--- config.mk ---
export PLATFORM = sky130hd
export DESIGN_NAME = mac_accumulate_stage_flat
export DESIGN_NICKNAME = d
export VERILOG_FILES = /design/src/rtl/mac_accumulate_stage_if.sv /design/src/rtl/mac_accumulate_stage.sv /design/src/flat_wrapper.sv
export SDC_FILE = /design/constraint.sdc
export NUM_CORES = 1
export LEC_CHECK = 0
export CORE_AREA = 4 4 116 118
export DETAILED_ROUTE_END_ITERATION = 6
export DIE_AREA = 0 0 120 122
export GPL_TIMING_DRIVEN = 0
export MAX_ROUTING_LAYER = met4
export PLACE_DENSITY_LB_ADDON = 0.15
export SYNTH_ARGS = -nofsm -noshare
export SYNTH_HDL_FRONTEND = slang
export SYNTH_SLANG_ARGS = --single-unit
--- constraint.sdc ---
create_clock -name clk -period 2.52 [get_ports clk]
set_clock_uncertainty 0.05 [all_clocks]
set_input_delay 0.504 -clock clk [delete_from_list [all_inputs] [get_ports clk]]
set_output_delay 0.504 -clock clk [all_outputs]
set_load 0.1 [all_outputs]
--- src/rtl/mac_accumulate_stage_if.sv ---
// Product/result handshake bundle for the MAC accumulation stage.
// The master side feeds products and consumes frame sums.
interface mac_accumulate_stage_if #(
  parameter int PW = 32,
  parameter int AW = 40
);
  logic [PW-1:0] p_in;
  logic          p_valid;
  logic          p_ready;
  logic          clr;
  logic [AW-1:0] acc_out;
  logic          acc_valid;
  logic          acc_ready;
  logic          ovf;
  logic          busy;

  modport master (
    output p_in, p_valid, clr, acc_ready,
    input  p_ready, acc_out, acc_valid, ovf, busy
  );

  modport slave (
    input  p_in, p_valid, clr, acc_ready,
    output p_ready, acc_out, acc_valid, ovf, busy
  );
endinterface

--- src/rtl/mac_accumulate_stage.sv ---
// Saturating frame accumulator behind the Vedic multiplier array.
// Registers load only on qualified events to keep the idle stage quiet.
module mac_accumulate_stage #(
  parameter int FRAME_LEN = 16,
  parameter int PW        = 32,
  parameter int AW        = 40
) (
  input  logic clk,
  input  logic rst,
  mac_accumulate_stage_if.slave bus
);

  localparam int CW = $clog2(FRAME_LEN + 1);
  localparam logic [CW-1:0] LAST = CW'(FRAME_LEN - 1);

  typedef enum logic [1:0] {
    ACCUM,
    DRAIN,
    DONE
  } state_t;

  state_t        state;
  logic [CW-1:0] in_cnt;
  logic [PW-1:0] pipe_reg;
  logic          pipe_v;
  logic [AW-1:0] acc;
  logic [AW-1:0] acc_out;
  logic          acc_valid;
  logic          ovf;
  logic          accept;
  logic [AW:0]   sum;

  assign bus.p_ready   = (state == ACCUM) && !bus.clr;
  assign accept        = bus.p_valid && bus.p_ready;
  // One extra bit catches the carry that triggers saturation.
  assign sum           = {1'b0, acc} + (AW+1)'(pipe_reg);
  assign bus.acc_out   = acc_out;
  assign bus.acc_valid = acc_valid;
  assign bus.ovf       = ovf;
  assign bus.busy      = (in_cnt != '0) || (state != ACCUM);

  always_ff @(posedge clk) begin
    if (rst) begin
      state     <= ACCUM;
      in_cnt    <= '0;
      pipe_reg  <= '0;
      pipe_v    <= 1'b0;
      acc       <= '0;
      acc_out   <= '0;
      acc_valid <= 1'b0;
      ovf       <= 1'b0;
    end else if (bus.clr) begin
      state     <= ACCUM;
      in_cnt    <= '0;
      pipe_v    <= 1'b0;
      acc       <= '0;
      acc_valid <= 1'b0;
      ovf       <= 1'b0;
    end else begin
      pipe_v <= accept;
      if (accept) pipe_reg <= bus.p_in;
      if (pipe_v) begin
        if (sum[AW]) begin
          acc <= '1;
          ovf <= 1'b1;
        end else begin
          acc <= sum[AW-1:0];
        end
      end
      unique case (state)
        ACCUM: begin
          if (accept) begin
            in_cnt <= in_cnt + 1'b1;
            if (in_cnt == LAST) state <= DRAIN;
          end
        end
        DRAIN: state <= DONE;
        DONE: begin
          // First DONE cycle captures the settled sum; release waits for it.
          if (!acc_valid) begin
            acc_out   <= acc;
            acc_valid <= 1'b1;
          end else if (bus.acc_ready) begin
            state     <= ACCUM;
            in_cnt    <= '0;
            acc       <= '0;
            ovf       <= 1'b0;
            acc_valid <= 1'b0;
          end
        end
        default: state <= ACCUM;
      endcase
    end
  end

endmodule

--- src/flat_wrapper.sv ---
// flat-port wrapper written by rule: the top's interface ports become plain ports
module mac_accumulate_stage_flat 
#(
  parameter int FRAME_LEN = 16,
  parameter int PW        = 32,
  parameter int AW        = 40
)
  (clk, rst, bus_p_in, bus_p_valid, bus_clr, bus_acc_ready, bus_p_ready, bus_acc_out, bus_acc_valid, bus_ovf, bus_busy);
  mac_accumulate_stage_if #(.PW(PW), .AW(AW)) bus_i ();
  input  logic clk;
  input  logic rst;
  input wire logic [$bits(bus_i.p_in)-1:0] bus_p_in;
  input wire logic [$bits(bus_i.p_valid)-1:0] bus_p_valid;
  input wire logic [$bits(bus_i.clr)-1:0] bus_clr;
  input wire logic [$bits(bus_i.acc_ready)-1:0] bus_acc_ready;
  output wire logic [$bits(bus_i.p_ready)-1:0] bus_p_ready;
  output wire logic [$bits(bus_i.acc_out)-1:0] bus_acc_out;
  output wire logic [$bits(bus_i.acc_valid)-1:0] bus_acc_valid;
  output wire logic [$bits(bus_i.ovf)-1:0] bus_ovf;
  output wire logic [$bits(bus_i.busy)-1:0] bus_busy;
  assign bus_i.p_in = bus_p_in;
  assign bus_i.p_valid = bus_p_valid;
  assign bus_i.clr = bus_clr;
  assign bus_i.acc_ready = bus_acc_ready;
  assign bus_p_ready = bus_i.p_ready;
  assign bus_acc_out = bus_i.acc_out;
  assign bus_acc_valid = bus_i.acc_valid;
  assign bus_ovf = bus_i.ovf;
  assign bus_busy = bus_i.busy;
  mac_accumulate_stage #(.FRAME_LEN(FRAME_LEN), .PW(PW), .AW(AW)) u_core (.clk(clk), .rst(rst), .bus(bus_i));
endmodule
==> metrics <==
Max Cap Viol 0; CP Launch Point u_core.acc[0]$_SDFF_PP0_; die height around 120 um; Ports just over 80; IR drop worst, VDD between 0.4 and 0.5 mV; fmax approximately 360 MHz; WP data arrival roughly 3.1 ns; period utilization 109.5%; initial antenna violation count 0; Worst Path Class, Setup flip-flop to flip-flop; Final setup viols between 40 and 50; synthesized instance count between 700 and 800; Die ar. 14640 sq um; vias in the first global route about 5900; sequential-to-total area share from yosys stat 39.67%; DP HPWL ~12000 um; GP Congestion approximately 0.92; syn_nets ~840; Layout Cells excl Fill 1076; crit path time final 2.760 ns; Seq cells post-synth approximately 120; Slew @ Worst Pin between 1 and 1.5 ns; via count between 5000 and 6000; Reg2Reg Depth 10; Rows 41; # fillers approximately 1000; Pwr per Cell Area ~580 nW/um^2; root buffer cell clkbuf_16; gr ovfl total 0; 1st-iter DRT viols 359; pins over their slew limit 0; Core Area approximately 12000 sq um; commonest non-fill, non-tap cell in the layout nand2_1; dpl cells a little over 1000; Die W between 100 and 150 um; clk sink count around 120; status finished with violations; Synth Area per Inst about 8.0 sq um; Clock Pin Slew Worst Setup and Hold Paths ~0.050 ns; YS warnings 0; FF-to-FF End u_core.acc[30]$_SDFF_PP0_; Post-DP Area 7188 sq um; First-pass DRT Iterations 5; DP Worst Slack -0.5935 ns; CP endpoint kind flip-flop; Final Routed Wirelength 18020 um; nets@finish 966; HP Class flip-flop to flip-flop; Worst Setup EP u_core.acc[30]$_SDFF_PP0_; violated checks setup timing; Routed WL per cell approximately 17 um; Synth cell types roughly 50; most frequent cells in the layout 170 x nand2_1, 107 x dfxtp_1, 106 x a21oi_1; setup ws final -0.2404 ns; TritonCTS clock tree done; # hold bufs at CTS 0; Hold Vio Cnt, Final 0; area grow syn2layout 39.61%; number of remaining DRC errors 0; Final Cell Area approximately 8600 sq um; clock buffer depth 2; Post-DRT Antenna Nets 0; Post-Synthesis Cell Area 6156 sq um; EDFF count, synth 0; Crit path required time between 2 and 3 ns; Reg2Reg Setup Slack -0.24 ns; CTS H-Tree Depth 4; RSZ-0062 raised after global routing true; Worst path max stage delay 0.39 ns; Hold WS roughly 0.4 ns; Tot GR Track Use roughly a quarter; dominant synthesized flop cell dfxtp_1; RR Startpoint u_core.acc[0]$_SDFF_PP0_; clock latency on the worst-skew pair 0.43 ns; Slew headroom about 33%; Buf+Inv Stages, Crit Path 0; Crit path depth 10; Port Buffer Count 80; largest net degree at the start of global routing 17; Starting Density around 49%; startpoint types flip-flop; Worst Path Max Fanout 3; slowest cell on the critical path a311oi_2; first-pass GRT wire length 28350 um; Worst path top cell family by delay compound AO/OA/AOI/OAI gates; Async SR Flop Fraction 0%; CTS buffer count 17; Vias/cell ~5.5; share of layout cells above drive strength 1 19.36%; P_leak 3.173 nW; Antenna diodes 0; crit path cell chain ha_4 > fa_2 > a21o_1 > a221oi_4 > o211ai_1 > a311oi_2 > o221a_2 > o21ai_0 > xnor2_1 > a21oi_1
==> Yosys cell counts (2+ instances only) <==
cell type	count	area, sq um
a311oi_1	2	17.52
o21a_1	2	15.01
and4_1	4	35.03
nor2b_1	7	43.79
and3_1	7	43.79
dfxtp_1	122	2442
o21ai_0	49	245.2
clkbuf_1	36	135.1
nand3b_1	2	15.01
o21bai_1	5	37.54
a2111oi_4	2	55.05
and2_1	8	50.05
a21oi_1	143	715.7
nand4_1	11	68.82
a211oi_1	5	37.54
buf_2	10	50.05
xor2_1	15	131.4
inv_1	14	52.55
nand3_1	12	60.06
or3_1	2	12.51
nand4_2	2	25.02
a21oi_2	5	43.79
nand2_1	170	638.1
nor2_1	25	93.84
a22oi_1	2	15.01
o211ai_1	5	37.54
o21ai_1	2	10.01
ha_1	35	437.9
a31oi_1	4	25.02
a21boi_0	2	15.01
xnor2_1	16	140.1
a21o_1	16	120.1
nor3_1	11	55.05
==> final cells by class <==
type,instances,area [sq um],share of cell area [%]
multi-input combinational,589,3935,45.79
clock inverter,7,137.6,1.601
sequential,122,2464,28.66
timing repair buffer,105,1057,12.30
buffer,44,235.2,2.737
tap,172,215.2,2.504
inverter,14,52.55,0.6114
clock buffer,23,498.0,5.794
==> kinds of logic after synthesis <==
kind of cell               synth area share [%]
buffers and inverters                     3.984
xor gates and xnor gates                  4.411
and+or+nand+nor                           18.64
muxes                                    0.1626
adders and majority gates                 7.439
AOI/OAI and AO/OA                         25.69
DFF                                       39.67
==> worst min path at each step <==
stage	from	to	slack (ns)	cells past startpoint
2_1_floorplan	u_core.pipe_reg[10]$_SDFFE_PP0P_	u_core.pipe_reg[10]$_SDFFE_PP0P_	0.39	2
3_3_place_gp	u_core.bus.ovf$_SDFF_PP0_	u_core.bus.ovf$_SDFF_PP0_	0.39	2
3_5_place_dp	u_core.bus.ovf$_SDFF_PP0_	u_core.bus.ovf$_SDFF_PP0_	0.39	2
4_1_cts	u_core.bus.ovf$_SDFF_PP0_	u_core.bus.ovf$_SDFF_PP0_	0.40	2
5_1_grt	u_core.pipe_reg[25]$_SDFFE_PP0P_	u_core.pipe_reg[25]$_SDFFE_PP0P_	0.42	2
6_report	u_core.bus.acc_out[17]$_SDFFE_PP0P_	u_core.bus.acc_out[17]$_SDFFE_PP0P_	0.40	2
==> tightest hold or removal path, cell delays in order, from the launching register on <==
cell and delay [ns]:
dfxtp_1 0.30, nand2_1 0.05, a21oi_1 0.05
==> report_power, final <==
group / switching [W] / total [W] / internal, W
Combinational: 0.000234 / 0.000409 / 0.000175
Sequential: 0.0000328 / 0.00200 / 0.00197
Clock: 0.000835 / 0.00260 / 0.00177
Total: 0.00110 / 0.00501 / 0.00391
==> stage by stage <==
| step | total power [W] | util [%] | TNS, ns |
|---|---|---|---|
| 6_report | 0.005014 | 68.95 | -7.192 |
| 5_1_grt | 0.005167 | 68.95 | -11.44 |
| 4_1_cts | 0.005012 | 66.05 | -6.045 |
| 3_5_place_dp | 0.002376 | 57.66 | -31.09 |
| 3_3_place_gp | 0.002368 | 57.66 | -34.62 |
| 2_1_floorplan | 0.002240 | - | -0.1417 |
==> metal layers <==
layer	routed length (um)	track usage [%]	part of all wire [%]	vias up
met5	0	-	0	-
met3	723	4.782	4.0	43
li1	-	-	-	2943
met4	517	11.17	2.9	0
met2	8779	42.18	49	145
met1	8002	30.08	44	2811
==> timing repair <==
| item | in CTS | in global routing |
|---|---|---|
| pin swaps | 26 | 29 |
| buffers inserted | 14 | 8 |
| setup endpoints to repair | 44 | 75 |
| gates resized for setup | 72 | 66 |
| cloned | 1 | 3 |
No activity file was read; power rests on OpenSTA's default activity.
